**config.mk**
```make
export PLATFORM = sky130hd
export DESIGN_NAME = serial_reg_file_mc_flat
export DESIGN_NICKNAME = d
export VERILOG_FILES = /design/src/rtl/serial_reg_file_mc_if.sv /design/src/rtl/serial_reg_file_mc.sv /design/src/flat_wrapper.sv
export SDC_FILE = /design/constraint.sdc
export NUM_CORES = 1
export LEC_CHECK = 0
export ABC_AREA = 1
export CAP_MARGIN = 0
export CORE_UTILIZATION = 40
export DETAILED_ROUTE_END_ITERATION = 8
export PLACE_DENSITY = 0.7
export SLEW_MARGIN = 20
export SYNTH_ARGS = -nofsm -noshare
export SYNTH_HDL_FRONTEND = slang
export SYNTH_SLANG_ARGS = --single-unit
```
**constraint.sdc**
```tcl
create_clock -name i_clk -period 4.8 [get_ports i_clk]
set_input_delay 0.96 -clock i_clk [delete_from_list [all_inputs] [get_ports i_clk]]
set_output_delay 0.96 -clock i_clk [all_outputs]
set_load 0.01 [all_outputs]
```
**src/rtl/serial_reg_file_mc_if.sv**
```systemverilog
// Serial register file bus: strobes, serial data, status, and the parallel register view.
//   master : config master / datapath side (drives strobes, din, stat_d)
//   slave  : register file side (drives dout, busy, err, reg_q)
interface serial_reg_file_mc_if #(
  parameter int unsigned N_REG      = 5,
  parameter int unsigned DATA_WIDTH = 8
);
  logic                          wr_en;
  logic                          rd_en;
  logic                          din;
  logic                          dout;
  logic                          busy;
  logic                          err;
  logic [N_REG*DATA_WIDTH-1:0]   reg_q;
  logic [N_REG*DATA_WIDTH-1:0]   stat_d;

  modport master (
    output wr_en, rd_en, din, stat_d,
    input  dout, busy, err, reg_q
  );

  modport slave (
    input  wr_en, rd_en, din, stat_d,
    output dout, busy, err, reg_q
  );
endinterface

```
**src/rtl/serial_reg_file_mc.sv**
```systemverilog
// Serial-access register file: N_REG registers behind a 1-bit MSB-first port,
// with per-register reset values, read-only status capture, miss/protocol error
// pulses, a busy flag and a parallel register view.
//   i_clk   : clock, rising edge
//   i_rst_n : asynchronous active-low reset
//   bus     : serial_reg_file_mc_if.slave (wr_en, rd_en, din, dout, busy, err, reg_q, stat_d)
module serial_reg_file_mc #(
  parameter int unsigned                   N_REG      = 5,
  parameter int unsigned                   ADDR_WIDTH = 8,
  parameter int unsigned                   DATA_WIDTH = 8,
  parameter logic [N_REG*ADDR_WIDTH-1:0]   ADDR_TABLE = 40'h55_06_A1_78_34,
  parameter logic [N_REG*DATA_WIDTH-1:0]   RST_VALUES = '0,
  parameter logic [N_REG-1:0]              RO_MASK    = 5'b10000
) (
  input logic                  i_clk,
  input logic                  i_rst_n,
  serial_reg_file_mc_if.slave  bus
);

  localparam int unsigned A       = ADDR_WIDTH;
  localparam int unsigned D       = DATA_WIDTH;
  localparam int unsigned CNT_MAX = (A > D) ? A : D;
  localparam int unsigned CNT_W   = $clog2(CNT_MAX) + 1;
  localparam int unsigned IDX_W   = (N_REG > 1) ? $clog2(N_REG) : 1;

  typedef enum logic [2:0] {S_IDLE, S_ADDR, S_WDATA, S_TURN, S_RDATA} state_t;

  // Address table must decode uniquely.
  function automatic bit f_addrs_distinct();
    for (int i = 0; i < N_REG; i++)
      for (int j = i + 1; j < N_REG; j++)
        if (ADDR_TABLE[i*A +: A] == ADDR_TABLE[j*A +: A]) return 1'b0;
    return 1'b1;
  endfunction

  if (!f_addrs_distinct()) begin : g_addr_dup
    $error("serial_reg_file_mc: ADDR_TABLE entries are not distinct");
  end

  state_t             r_state, w_next_state;
  logic [CNT_W-1:0]   r_cnt, w_cnt_nxt;
  logic               r_is_wr, w_is_wr_nxt;
  logic [A-1:0]       r_addr, w_addr_nxt;
  logic               r_hit, w_hit_nxt;
  logic [IDX_W-1:0]   r_idx, w_idx_nxt;
  logic [D-1:0]       r_shift, w_shift_nxt;
  logic               r_dout, w_dout_nxt;
  logic               r_busy;
  logic               r_err, w_err_nxt;
  logic               r_ign, w_ign_nxt;
  logic               w_we;

  logic               w_strobe, w_last, w_accept;
  logic [A-1:0]       w_addr_full;
  logic [D-1:0]       w_data_full;
  logic               w_hit;
  logic [IDX_W-1:0]   w_idx;
  logic [D-1:0]       w_rd_val;
  logic [D-1:0]       w_regs [N_REG];
  logic [N_REG*D-1:0] w_reg_q;

  assign w_strobe    = bus.wr_en | bus.rd_en;
  assign w_last      = ((r_state == S_WDATA) || (r_state == S_RDATA)) && (r_cnt == '0);
  // A strobe is taken in IDLE or on the final edge of a frame (back-to-back).
  assign w_accept    = w_strobe && ((r_state == S_IDLE) || w_last);
  assign w_addr_full = A'({r_addr, bus.din});
  assign w_data_full = D'({r_shift, bus.din});

  // Address decode and read-source mux for the completed address.
  always_comb begin
    w_hit    = 1'b0;
    w_idx    = '0;
    w_rd_val = '0;
    for (int i = 0; i < N_REG; i++) begin
      if (ADDR_TABLE[i*A +: A] == w_addr_full) begin
        w_hit    = 1'b1;
        w_idx    = IDX_W'(i);
        w_rd_val = RO_MASK[i] ? bus.stat_d[i*D +: D] : w_regs[i];
      end
    end
  end

  // State register.
  always_ff @(posedge i_clk or negedge i_rst_n) begin
    if (!i_rst_n) r_state <= S_IDLE;
    else          r_state <= w_next_state;
  end

  // Next-state logic.
  always_comb begin
    w_next_state = r_state;
    case (r_state)
      S_IDLE:  if (w_strobe) w_next_state = S_ADDR;
      S_ADDR:  if (r_cnt == '0) w_next_state = r_is_wr ? S_WDATA : S_TURN;
      S_WDATA,
      S_RDATA: if (r_cnt == '0) w_next_state = w_strobe ? S_ADDR : S_IDLE;
      S_TURN:  w_next_state = S_RDATA;
      default: w_next_state = S_IDLE;
    endcase
  end

  // Output / datapath next values.
  always_comb begin
    w_cnt_nxt   = r_cnt;
    w_is_wr_nxt = r_is_wr;
    w_addr_nxt  = r_addr;
    w_hit_nxt   = r_hit;
    w_idx_nxt   = r_idx;
    w_shift_nxt = r_shift;
    w_dout_nxt  = 1'b0;
    w_err_nxt   = r_ign;
    w_ign_nxt   = 1'b0;
    w_we        = 1'b0;
    case (r_state)
      S_ADDR: begin
        w_addr_nxt = w_addr_full;
        if (r_cnt == '0) begin
          w_hit_nxt   = w_hit;
          w_idx_nxt   = w_idx;
          // Read source captured here; a miss shifts out zeros.
          w_shift_nxt = w_hit ? w_rd_val : '0;
          w_cnt_nxt   = CNT_W'(D - 1);
        end else begin
          w_cnt_nxt = r_cnt - CNT_W'(1);
        end
      end
      S_WDATA: begin
        w_shift_nxt = w_data_full;
        if (r_cnt == '0) begin
          w_we = r_hit && !RO_MASK[r_idx];
          if (!r_hit) w_err_nxt = 1'b1;
        end else begin
          w_cnt_nxt = r_cnt - CNT_W'(1);
        end
      end
      S_TURN: begin
        w_dout_nxt  = r_shift[D-1];
        w_shift_nxt = r_shift << 1;
        w_cnt_nxt   = CNT_W'(D - 1);
        if (!r_hit) w_err_nxt = 1'b1;
      end
      S_RDATA: begin
        if (r_cnt != '0) begin
          w_dout_nxt  = r_shift[D-1];
          w_shift_nxt = r_shift << 1;
          w_cnt_nxt   = r_cnt - CNT_W'(1);
        end
      end
      default: ;
    endcase
    if (w_accept) begin
      w_cnt_nxt   = CNT_W'(A - 1);
      w_is_wr_nxt = bus.wr_en;
      w_ign_nxt   = bus.wr_en & bus.rd_en;   // write wins, read dropped
    end else if (w_strobe && (r_state != S_IDLE)) begin
      w_ign_nxt = 1'b1;                      // strobe mid-frame
    end
  end

  // Datapath registers.
  always_ff @(posedge i_clk or negedge i_rst_n) begin
    if (!i_rst_n) begin
      r_cnt   <= '0;
      r_is_wr <= 1'b0;
      r_addr  <= '0;
      r_hit   <= 1'b0;
      r_idx   <= '0;
      r_shift <= '0;
      r_dout  <= 1'b0;
      r_busy  <= 1'b0;
      r_err   <= 1'b0;
      r_ign   <= 1'b0;
    end else begin
      r_cnt   <= w_cnt_nxt;
      r_is_wr <= w_is_wr_nxt;
      r_addr  <= w_addr_nxt;
      r_hit   <= w_hit_nxt;
      r_idx   <= w_idx_nxt;
      r_shift <= w_shift_nxt;
      r_dout  <= w_dout_nxt;
      r_busy  <= (w_next_state != S_IDLE);
      r_err   <= w_err_nxt;
      r_ign   <= w_ign_nxt;
    end
  end

  // Register storage: RO entries have no storage and read as zero in the view.
  for (genvar gi = 0; gi < N_REG; gi++) begin : g_reg
    if (RO_MASK[gi]) begin : g_ro
      assign w_regs[gi] = '0;
    end else begin : g_rw
      logic [D-1:0] r_val;
      always_ff @(posedge i_clk or negedge i_rst_n) begin
        if (!i_rst_n)                               r_val <= RST_VALUES[gi*D +: D];
        else if (w_we && (r_idx == IDX_W'(gi)))     r_val <= w_data_full;
      end
      assign w_regs[gi] = r_val;
    end
  end

  always_comb begin
    w_reg_q = '0;
    for (int i = 0; i < N_REG; i++) w_reg_q[i*D +: D] = w_regs[i];
  end

  assign bus.reg_q = w_reg_q;
  assign bus.dout  = r_dout;
  assign bus.busy  = r_busy;
  assign bus.err   = r_err;

endmodule

```
**src/flat_wrapper.sv**
```systemverilog
// flat-port wrapper written by rule: the top's interface ports become plain ports
module serial_reg_file_mc_flat 
#(
  parameter int unsigned                   N_REG      = 5,
  parameter int unsigned                   ADDR_WIDTH = 8,
  parameter int unsigned                   DATA_WIDTH = 8,
  parameter logic [N_REG*ADDR_WIDTH-1:0]   ADDR_TABLE = 40'h55_06_A1_78_34,
  parameter logic [N_REG*DATA_WIDTH-1:0]   RST_VALUES = '0,
  parameter logic [N_REG-1:0]              RO_MASK    = 5'b10000
)
  (i_clk, i_rst_n, bus_wr_en, bus_rd_en, bus_din, bus_stat_d, bus_dout, bus_busy, bus_err, bus_reg_q);
  serial_reg_file_mc_if #(.N_REG(N_REG), .DATA_WIDTH(DATA_WIDTH)) bus_i ();
  input logic i_clk;
  input logic i_rst_n;
  input wire logic [$bits(bus_i.wr_en)-1:0] bus_wr_en;
  input wire logic [$bits(bus_i.rd_en)-1:0] bus_rd_en;
  input wire logic [$bits(bus_i.din)-1:0] bus_din;
  input wire logic [$bits(bus_i.stat_d)-1:0] bus_stat_d;
  output wire logic [$bits(bus_i.dout)-1:0] bus_dout;
  output wire logic [$bits(bus_i.busy)-1:0] bus_busy;
  output wire logic [$bits(bus_i.err)-1:0] bus_err;
  output wire logic [$bits(bus_i.reg_q)-1:0] bus_reg_q;
  assign bus_i.wr_en = bus_wr_en;
  assign bus_i.rd_en = bus_rd_en;
  assign bus_i.din = bus_din;
  assign bus_i.stat_d = bus_stat_d;
  assign bus_dout = bus_i.dout;
  assign bus_busy = bus_i.busy;
  assign bus_err = bus_i.err;
  assign bus_reg_q = bus_i.reg_q;
  serial_reg_file_mc #(.N_REG(N_REG), .ADDR_WIDTH(ADDR_WIDTH), .DATA_WIDTH(DATA_WIDTH), .ADDR_TABLE(ADDR_TABLE), .RST_VALUES(RST_VALUES), .RO_MASK(RO_MASK)) u_core (.i_clk(i_clk), .i_rst_n(i_rst_n), .bus(bus_i));
endmodule
```
# [After elaboration in Yosys (flattened, before gate mapping)]
# Memories as Yosys holds them, arrays and structs flattened.
# Cells that the tools add are included.
[word_totals] regBits=63 latchBits=0 mem_bits_rw=0 mem_bits_ro=8 in_bits=45 out_inout_bits=43 elab_cells=98 memories=1
[mem_list] name="(name not given)" depth=8 word_bits=1 read_ports=1 rd_ports_with_merged_regs=0 write_ports=0 line="serial_reg_file_mc.sv:130" rtl="w_we = r_hit && !RO_MASK[r_idx];"
[classes] n_addsub=1 multipliers=0 div=0 n_lt_le_gt_ge=1 eq_ne=16 shift=0 n_mux=39 bitwise=2 reduce_logical=23
[op_table] op="$mux 8" n=8
[op_table] op="$pmux 8 s4" n=1
[op_table] op="$mux 3" n=6
[op_table] op="$eq 7x8->1 const A" n=2
[op_table] op="$mux 1" n=16
[op_table] op="$mux 4" n=4
[op_table] op="$pmux 4 s4" n=1
[op_table] op="$eq 3x2->1 const B" n=4
[op_table] op="$pmux 3 s4" n=1
[op_table] op="$eq 3x8->1 const A" n=1
[op_table] op="$eq 6x8->1 const A" n=1
[op_table] op="$eq 8x8->1 const A" n=1
[op_table] op="$logic_and 1x1->1" n=8
[op_table] op="$reduce_bool 4->1" n=2
[op_table] op="$eq 3x1->1 const B" n=2
[op_table] op="$logic_not 3->1" n=2
[op_table] op="$ne 3x2->1 const B" n=2
[op_table] op="$reduce_and 3->1" n=2
[op_table] op="$reduce_bool 3->1" n=2
[op_table] op="$reduce_bool 5->1" n=1
[op_table] op="$logic_not 4->1" n=1
[op_table] op="$lt 3x4->1 const B" n=1
[op_table] op="$pmux 1 s2" n=2
[op_table] op="$sub 4x1->4 const B" n=1
[op_table] op="9 further kinds" n=10

# [Depth between registers and ports, before layout]
# Gate-level depths: netlist of the first run.
[depth] ltp_word=9 mapped_depth=12 depth_no_buf=11

# [Worst setup path before layout of the first run]
# OpenSTA, ideal clock, no wires.
[synth_timing] path_type="input port to flip-flop" start="in bus_din" end="reg u_core.r_shift[2]" setup_time_ns=0.077 t_arrival_ns=1.863 required_time_ns=4.723 path_slack_ns=2.860 cell_stages=9 n_path_buf=0 path_cell_list="inv_2 -> nand2_1 -> nor2_2 -> nand2_1 -> nand3_1 -> o21bai_2 -> nor2_1 -> nand2_1 -> a21oi_1"
[synth_via] elab_chain_len=9 elab_cells_between_ends=18 classes_between="eq/ne: 5; mux: 13"
[synth_lines] item="start: declaration" line="flat_wrapper.sv:17" rtl="input wire logic [$bits(bus_i.din)-1:0] bus_din;"
[synth_lines] item="$eq 6x8->1" line="serial_reg_file_mc.sv:75" rtl="if (ADDR_TABLE[i*A +: A] == w_addr_full) begin"
[synth_lines] item="$mux 8 / $mux 1 (equally long branches) (5 in series)" line="serial_reg_file_mc.sv:75"
[synth_lines] item="$mux 8 *" line="serial_reg_file_mc.sv:121" rtl="w_shift_nxt = w_hit ? w_rd_val : '0;"
[synth_lines] item="$mux 8 *" line="serial_reg_file_mc.sv:117" rtl="if (r_cnt == '0) begin"
[synth_lines] item="$pmux 8 s4 *" line="serial_reg_file_mc.sv:114" rtl="case (r_state)"
[synth_lines] item="end signal: assignment" line="serial_reg_file_mc.sv:179" rtl="r_shift <= w_shift_nxt;"
[synth_lines] item="end: declaration" line="serial_reg_file_mc.sv:46" rtl="logic [D-1:0] r_shift, w_shift_nxt;"
# Mark *: on every way between the ends. The rest lies on a longest branch, timed or not. The select of a mux whose other input is x is not followed.
# A chain may end at the register's enable or synchronous reset.

# [Worst setup path in the final report of the first run]
[layout_timing] start="in bus_din" end="reg u_core.r_shift[5]"
# Same word-level chain as after synthesis.

==> results of run 1 <==
cell type report:
class                           count  area share [%]
Clock buffer                        9            3.05
Clock inverter                      7            2.96
Inverter                           50            4.62
Multi-Input combinational cell    313            35.7
Sequential cell                    63            38.8
Tap cell                          102            3.14
Timing Repair Buffer               48            11.6
worst max-delay path, cell delays in order:
cell and delay (ns):
clkdlybuf4s50_1 0.57, nand2_1 0.12, nor2_2 0.37, nand2_1 0.12
nand2_2 0.15, o21bai_2 0.15, nor2_1 0.12, nand2_1 0.07
a21oi_1 0.13
power groups by stage:
stage,clock [mW],sequential [mW],combinational (mW)
2_1_floorplan,0,0.714,0.547
3_3_place_gp,0,0.723,0.674
3_5_place_dp,0,0.727,0.699
4_1_cts,0.577,0.721,0.704
5_1_grt,0.602,0.733,0.808
6_report,0.572,0.722,0.699
placed cells by master, fill, tap and decap left out, types with 2 or more instances in the layout:
master,instances
a21oi_1,9
bufinv_16,3
clkbuf_8,9
clkdlybuf4s50_1,46
conb_1,8
dfrtp_1,63
inv_1,43
inv_2,7
nand2_1,115
nand2_2,6
nand3_1,25
nand3_2,3
nand3b_1,7
nor2_1,58
nor2_2,7
nor3_1,2
o21ai_0,25
o21ai_1,33
o21bai_1,4
kinds of logic (layout without fill, tap and decap cells):
kind of cell | count (synthesis) | after routing
AOI/OAI and AO/OA | 76 | 76
xor gates and xnor gates | 1 | 1
adders and majority gates | 1 | 1
buffers and inverters | 65 | 114
DFF | 63 | 63
other | 1 | 8
and+or+nand+nor | 227 | 227
layer usage:
layer	part of all wire (%)	track usage [%]	wire (um)	up-vias
li1	-	-	-	1476
met1	48	27.2	3810	1338
met2	47	32.0	3730	77
met3	3.9	2.63	308	11
met4	1.9	10.1	149	0
met5	0	0	0	-
registers in the layout (all words and copies together), names as in the netlist:
name / cells
u_core.bus.busy: 1
u_core.bus.dout: 1
u_core.bus.err: 1
u_core.g.g_rw.r_val: 32
u_core.r_addr: 7
u_core.r_cnt: 4
u_core.r_hit: 1
u_core.r_idx: 3
u_core.r_ign: 1
u_core.r_is_wr: 1
u_core.r_shift: 8
u_core.r_state: 3
how the worst max path moves through the flow:
stage / start / endpoint / slack, ns
global route: bus_din / u_core.r_shift[6] / 2.12
finish: bus_din / u_core.r_shift[5] / 2.30
CTS: bus_din / u_core.r_shift[5] / 2.30
floorplan: bus_din / u_core.r_shift[2] / 2.86
detailed placement: bus_din / u_core.r_shift[5] / 1.94
global placement: bus_din / u_core.r_shift[3] / 1.97
==> key figures, run 1 <==
Pwr
  – Clock group share of total power: 28.7%
  – Internal power: 1.21 mW
  – Power per cell area: 491 mW/mm^2
  – Switching power: 784 uW
  – Comb power frac: 35.1%
  – Reg power frac: 36.2%
  – Peak supply drop: 247 uV
  – Leak: 1.95 nW
  – Total power: 1.99 mW
  – Switching Fraction: 39.3%

Die
  – IO Pins: 88
  – Core ar.: 0.00785 mm^2
  – Row count: 32
  – Die area: 0.00859 mm^2
  – Die X: 92.7 um
  – Die height: 92.7 um
  – Initial Util: 41.9%

Synth
  – Post-synthesis sequential area ratio: 47.9%
  – Most common cell in the netlist: nand2_1
  – Asr flop ratio synth: 100%
  – Synthesis-stage register bit count: 63
  – Post-synthesis cell count: 434
  – Multiplexer share of the synthesized area: 0%
  – Post-synthesis cell area: 0.00329 mm^2
  – Synth Area in Simple Gates: 30.2%
  – Main combinational cell family by area after synthesis: simple AND/OR/NAND/NOR gates
  – Adder-Cell Fraction of Synth Area: 0.381%
  – Area contributors post-synth: dfrtp_1 48%, nand2_1 13%, nor2_1 6.6%, o21ai_1 5.0%, inv_1 4.9%
  – Yosys warnings: 0
  – Post-synth cell types: 31
  – Post-synth top area cell: dfrtp_1
  – Post-synthesis compound-gate area fraction: 12.4%
  – Post-synth top area share: 47.9%
  – Synth Area per Inst: 7.58 um^2
  – Top_reg_cell synth: dfrtp_1
  – Synth top cells by count: 115 x nand2_1, 63 x dfrtp_1, 58 x nor2_1, 43 x inv_1, 33 x o21ai_1
  – Number of enable flip-flop cells after synthesis: 0
  – Xor/xnor cell area share of the yosys netlist: 0.266%

STA
  – Final hold vios: 0
  – Least-Margin Pin Slew: 0.838 ns
  – Fin. max-slew vios: 0
  – Fmax achieved: 0.401 GHz
  – Setup TNS: 0 ns
  – Final Skew: 0.0121 ns
  – Max_slew headroom: 43.8%
  – Final setup violation count: 0
  – Fin Hold WS: 0.447 ns
  – Final Cycle Share: 52.0%
  – RSZ-0062 raised after global routing: false
  – Min Tclk post-route: 2.50 ns
  – Final worst slack: 2.30 ns

Clock network
  – # clock sinks: 63
  – Max Buffers Root-to-Sink: 2
  – CTS tree: built
  – CTS Root Cell: clkbuf_8
  – Skew-Pair Late Insertion Delay: 0.35 ns
  – Clock transition at path regs: 0.08 ns
  – Post-CTS Resized: 0
  – CTS Buf Count: 9
  – H-tree depth: 3
  – Hold buffer count at CTS: 0
  – Post-CTS Setup Bufs: 0

Run status
  – Status: finished clean

Final layout
  – Finished Layout Cells: 592
  – Layout Utilization: 51.7%
  – Register area: 0.00158 mm^2
  – Ant. Diodes: 0
  – Post-Layout Inst Area: 0.00406 mm^2
  – Layout area overhead: 23.5%
  – FILL cells: 749
  – Nets@finish: 531
  – Multi-input gate area: 0.00145 mm^2
  – Layout cells sized above 1: 9.18%

Global route
  – Vias in the first global route: 2736
  – Largest net degree at the start of global routing: 54
  – Gr ovfl total: 0
  – Wire length of the first global-routing pass: 13300 um
  – GRT Util Overall: 20.2%
  – Initial antenna violation count: 0

Place
  – Placed cells: 576
  – HPWL Detailed: 5840 um
  – PortBufs: 47
  – Gpl congestion: 0.883
  – DP Worst Slack: 1.94 ns
  – Placed Instance Area: 0.00382 mm^2

Setup path
  – CP required: 5.07 ns
  – Reg2reg end: u_core.g_reg[2].g_rw.r_val[6]
  – R2R setup slack: 2.77 ns
  – Worst endpoint data arrival time: 2.77 ns
  – Crit Path Max Fanout: 9
  – Setup crit start kind: input pin
  – Critical Path End Type: flip-flop
  – Setup CP Type: input pin to flip-flop
  – Cells on worst reg2reg path: 9
  – Reg2reg start: u_core.r_cnt[0]

Min path
  – Worst hold endpoint: u_core.bus.err
  – Class of the worst hold path: flip-flop to flip-flop
  – Min-delay src: u_core.r_ign
  – Hold depth: 1

Routing
  – Via count: 2902
  – WL/cell: 13.5 um
  – Post-route ant nets: 0
  – Via/cell ratio: 4.90
  – Post-Route WL: 8000 um
  – DRC viols: 0
  – DR pass1 iterations: 4
  – Initial DRC Count: 163

Flow run
  – Max-cap violation count: 0
Power figures use the tool's default switching activity.
==> run 2, diff against run 1 <==
==> constraint.sdc (replaced) <==
create_clock -name i_clk -period 2.3 [get_ports i_clk]
set_input_delay 0.46 -clock i_clk [delete_from_list [all_inputs] [get_ports i_clk]]
set_output_delay 0.46 -clock i_clk [all_outputs]
set_load 0.01 [all_outputs]
==> run 2 against run 1 <==
  * Critical path type is now flip-flop to flip-flop
  * Largest cell class unchanged
  * Critical path depth stayed put
  * Register-to-register slack worse by 2.5 ns
  * Count of clock-buffer cells in the layout is 3 higher
  * Combinational power is 110% higher
  * First-iteration DRC count is 30% lower
  * Non-clock buffer count is 9 higher
  * Total power is 98% higher
==> key figures, run 2 (synthesized netlist as in run 1, its figures left out) <==
STA
  – RSZ-0062 raised after global routing: false
  – Final Skew: 0.0112 ns (-0.000921 ns)
  – Min Tclk post-route: 2.03 ns
  – Final setup violation count: 0 (unchanged)
  – Fin. max-slew vios: 0 (unchanged)
  – Setup TNS: 0 ns (unchanged)
  – Final hold vios: 0 (unchanged)
  – Final worst slack: 0.272 ns (-2.03 ns)
  – Final Cycle Share: 88.2%
  – Fmax achieved: 0.493 GHz

Setup path
  – Crit Path Max Fanout: 16 (+7)
  – Setup CP Type: flip-flop to flip-flop
  – CP Cell Sequence: inv_1, ha_1, nand2_1, nor2_2, nand2_2, nor3_4, nand3_2, nand2_1, o21ai_1
  – CP dominant cell by count: nand2_1
  – CP required: 2.51 ns (-2.56 ns)
  – Critical Path End Type: flip-flop
  – Setup crit start kind: flip-flop
  – CP max stage delay: 0.38 ns (-0.19 ns)
  – Worst endpoint data arrival time: 2.24 ns (-0.53 ns)
  – WP buf/inv: 1 (unchanged)
  – CP delay by family, top: simple AND/OR/NAND/NOR gates
  – Slowest cell on the critical path: dfrtp_1

Clock network
  – Hold buffer count at CTS: 0 (unchanged)
  – Skew-Pair Late Insertion Delay: 0.34 ns (about the same)
  – CTS Buf Count: 9 (unchanged)
  – Post-CTS Setup Bufs: 0 (unchanged)
  – # clock sinks: 63 (unchanged)
  – CTS tree: built
  – Max Buffers Root-to-Sink: 2 (unchanged)
  – Clock transition at path regs: 0.07 ns (about the same)
  – H-tree depth: 3 (unchanged)
  – Post-CTS Resized: 0 (unchanged)
  – CTS Root Cell: clkbuf_8

Routing
  – Via/cell ratio: 4.91 (about the same)
  – Post-route ant nets: 0 (unchanged)
  – Post-Route WL: 8000 um (about the same)
  – WL/cell: 13.3 um (-1.5%)
  – DR pass1 iterations: 4 (unchanged)
  – Via count: 2948 (+1.6%)
  – Initial DRC Count: 114 (-30%)
  – DRC viols: 0 (unchanged)

Die
  – Die height: 92.7 um (unchanged)
  – Initial Util: 41.9% (unchanged)
  – Die area: 0.00859 mm^2 (unchanged)
  – Row count: 32 (unchanged)
  – IO Pins: 88 (unchanged)
  – Die X: 92.7 um (unchanged)
  – Core ar.: 0.00785 mm^2 (unchanged)

Global route
  – Largest net degree at the start of global routing: 28 (-48%)
  – GRT Util Overall: 20.3% (+0.067 points)
  – Initial antenna violation count: 0 (unchanged)
  – Gr ovfl total: 0 (unchanged)
  – Vias in the first global route: 2811 (+2.7%)
  – Wire length of the first global-routing pass: 13400 um (+0.47%)

Pwr
  – Peak supply drop: 402 uV (+63%)
  – Leak: 1.98 nW (+1.5%)
  – Total power: 3.95 mW (+98%)
  – Power per cell area: 967 mW/mm^2 (+97%)

Final layout
  – Commonest cells after routing, fill and taps aside: 115 x nand2_1, 63 x dfrtp_1, 58 x nor2_1
  – Multi-input gate area: 0.00145 mm^2 (unchanged)
  – Register with the highest flop count: u_core.g.g_rw.r_val
  – Layout area overhead: 24.3%
  – Nets@finish: 540 (+1.7%)
  – Biggest regs: u_core.g.g_rw.r_val (32), u_core.r_shift (8), u_core.r_addr (7)
  – Largest register FFs: 32 (unchanged)
  – FILL cells: 761 (+1.6%)
  – Layout cells sized above 1: 10.4% (+1.2 points)
  – Commonest non-fill, non-tap cell in the layout: nand2_1
  – Register area: 0.00158 mm^2 (unchanged)
  – Ant. Diodes: 0 (unchanged)

Place
  – DP Worst Slack: 0.147 ns (-1.79 ns)
  – Gpl congestion: 0.896 (+1.5%)
  – HPWL Detailed: 6030 um (+3.1%)
  – PortBufs: 47 (unchanged)

Run status
  – Status: finished clean

Flow run
  – Max-cap violation count: 0 (unchanged)

Min path
  – Class of the worst hold path: input pin to async pin
run 2: metrics by stage:
stage	instances	cell area, um^2	hold slack, ns	utilization [%]
6_report	601	4090	0.0482	52.1
5_1_grt	601	4090	0.0732	52.1
4_1_cts	601	4090	0.0549	52.1
3_5_place_dp	585	3900	0.428	49.6
3_3_place_gp	585	3900	0.418	49.6
2_1_floorplan	441	3310	0.164	-
run 2: area by class of cell:
| class | count | area share, % |
|---|---|---|
| flip-flops and latches | 63 | 38.6 |
| multi-input cells | 313 | 35.5 |
| repair buffers | 57 | 13.5 |
| inverters | 50 | 4.59 |
| clock buffers | 12 | 3.55 |
| well taps | 102 | 3.12 |
| clock inverters | 4 | 1.10 |
run 2: routing by layer:
metal	part of all wire (%)	wire length [um]	vias to the layer above	GRT usage [%]
li1	-	-	1487	-
met1	47	3760	1376	27.9
met2	46	3690	69	30.7
met3	4.5	362	16	3.20
met4	2.3	182	0	10.8
met5	0	0	-	0
run 2: path summary, 6_finish.rpt:
kind,startpoint,end,slack [ns],cells after the start
max in group asynchronous,i_rst_n,u_core.g_reg[0].g_rw.r_val[7],1.63,2
min reg2reg,u_core.r_ign,u_core.bus.err,0.46,1
max,u_core.r_cnt[0],u_core.g_reg[2].g_rw.r_val[0],0.27,9
min,i_rst_n,u_core.bus.busy,0.05,1
min in group i_clk,u_core.r_ign,u_core.bus.err,0.46,1
max reg2reg,u_core.r_cnt[0],u_core.g_reg[2].g_rw.r_val[0],0.27,9
run 2: power breakdown:
| part | switching, mW | internal (mW) |
|---|---|---|
| registers | 0.157 | 1.35 |
| logic | 1.01 | 0.488 |
| clock network | 0.422 | 0.526 |
==> run 3, diff against run 2 <==
--- a/config.mk
+++ b/config.mk
@@ -8,6 +8,7 @@
 export ABC_AREA = 1
 export CAP_MARGIN = 0
 export CORE_UTILIZATION = 40
+export CTS_CLUSTER_SIZE = 12
 export DETAILED_ROUTE_END_ITERATION = 8
 export PLACE_DENSITY = 0.7
 export SLEW_MARGIN = 20
==> results of run 3 <==
No change in the layout: final DEF, timing and power equal those of run 2.
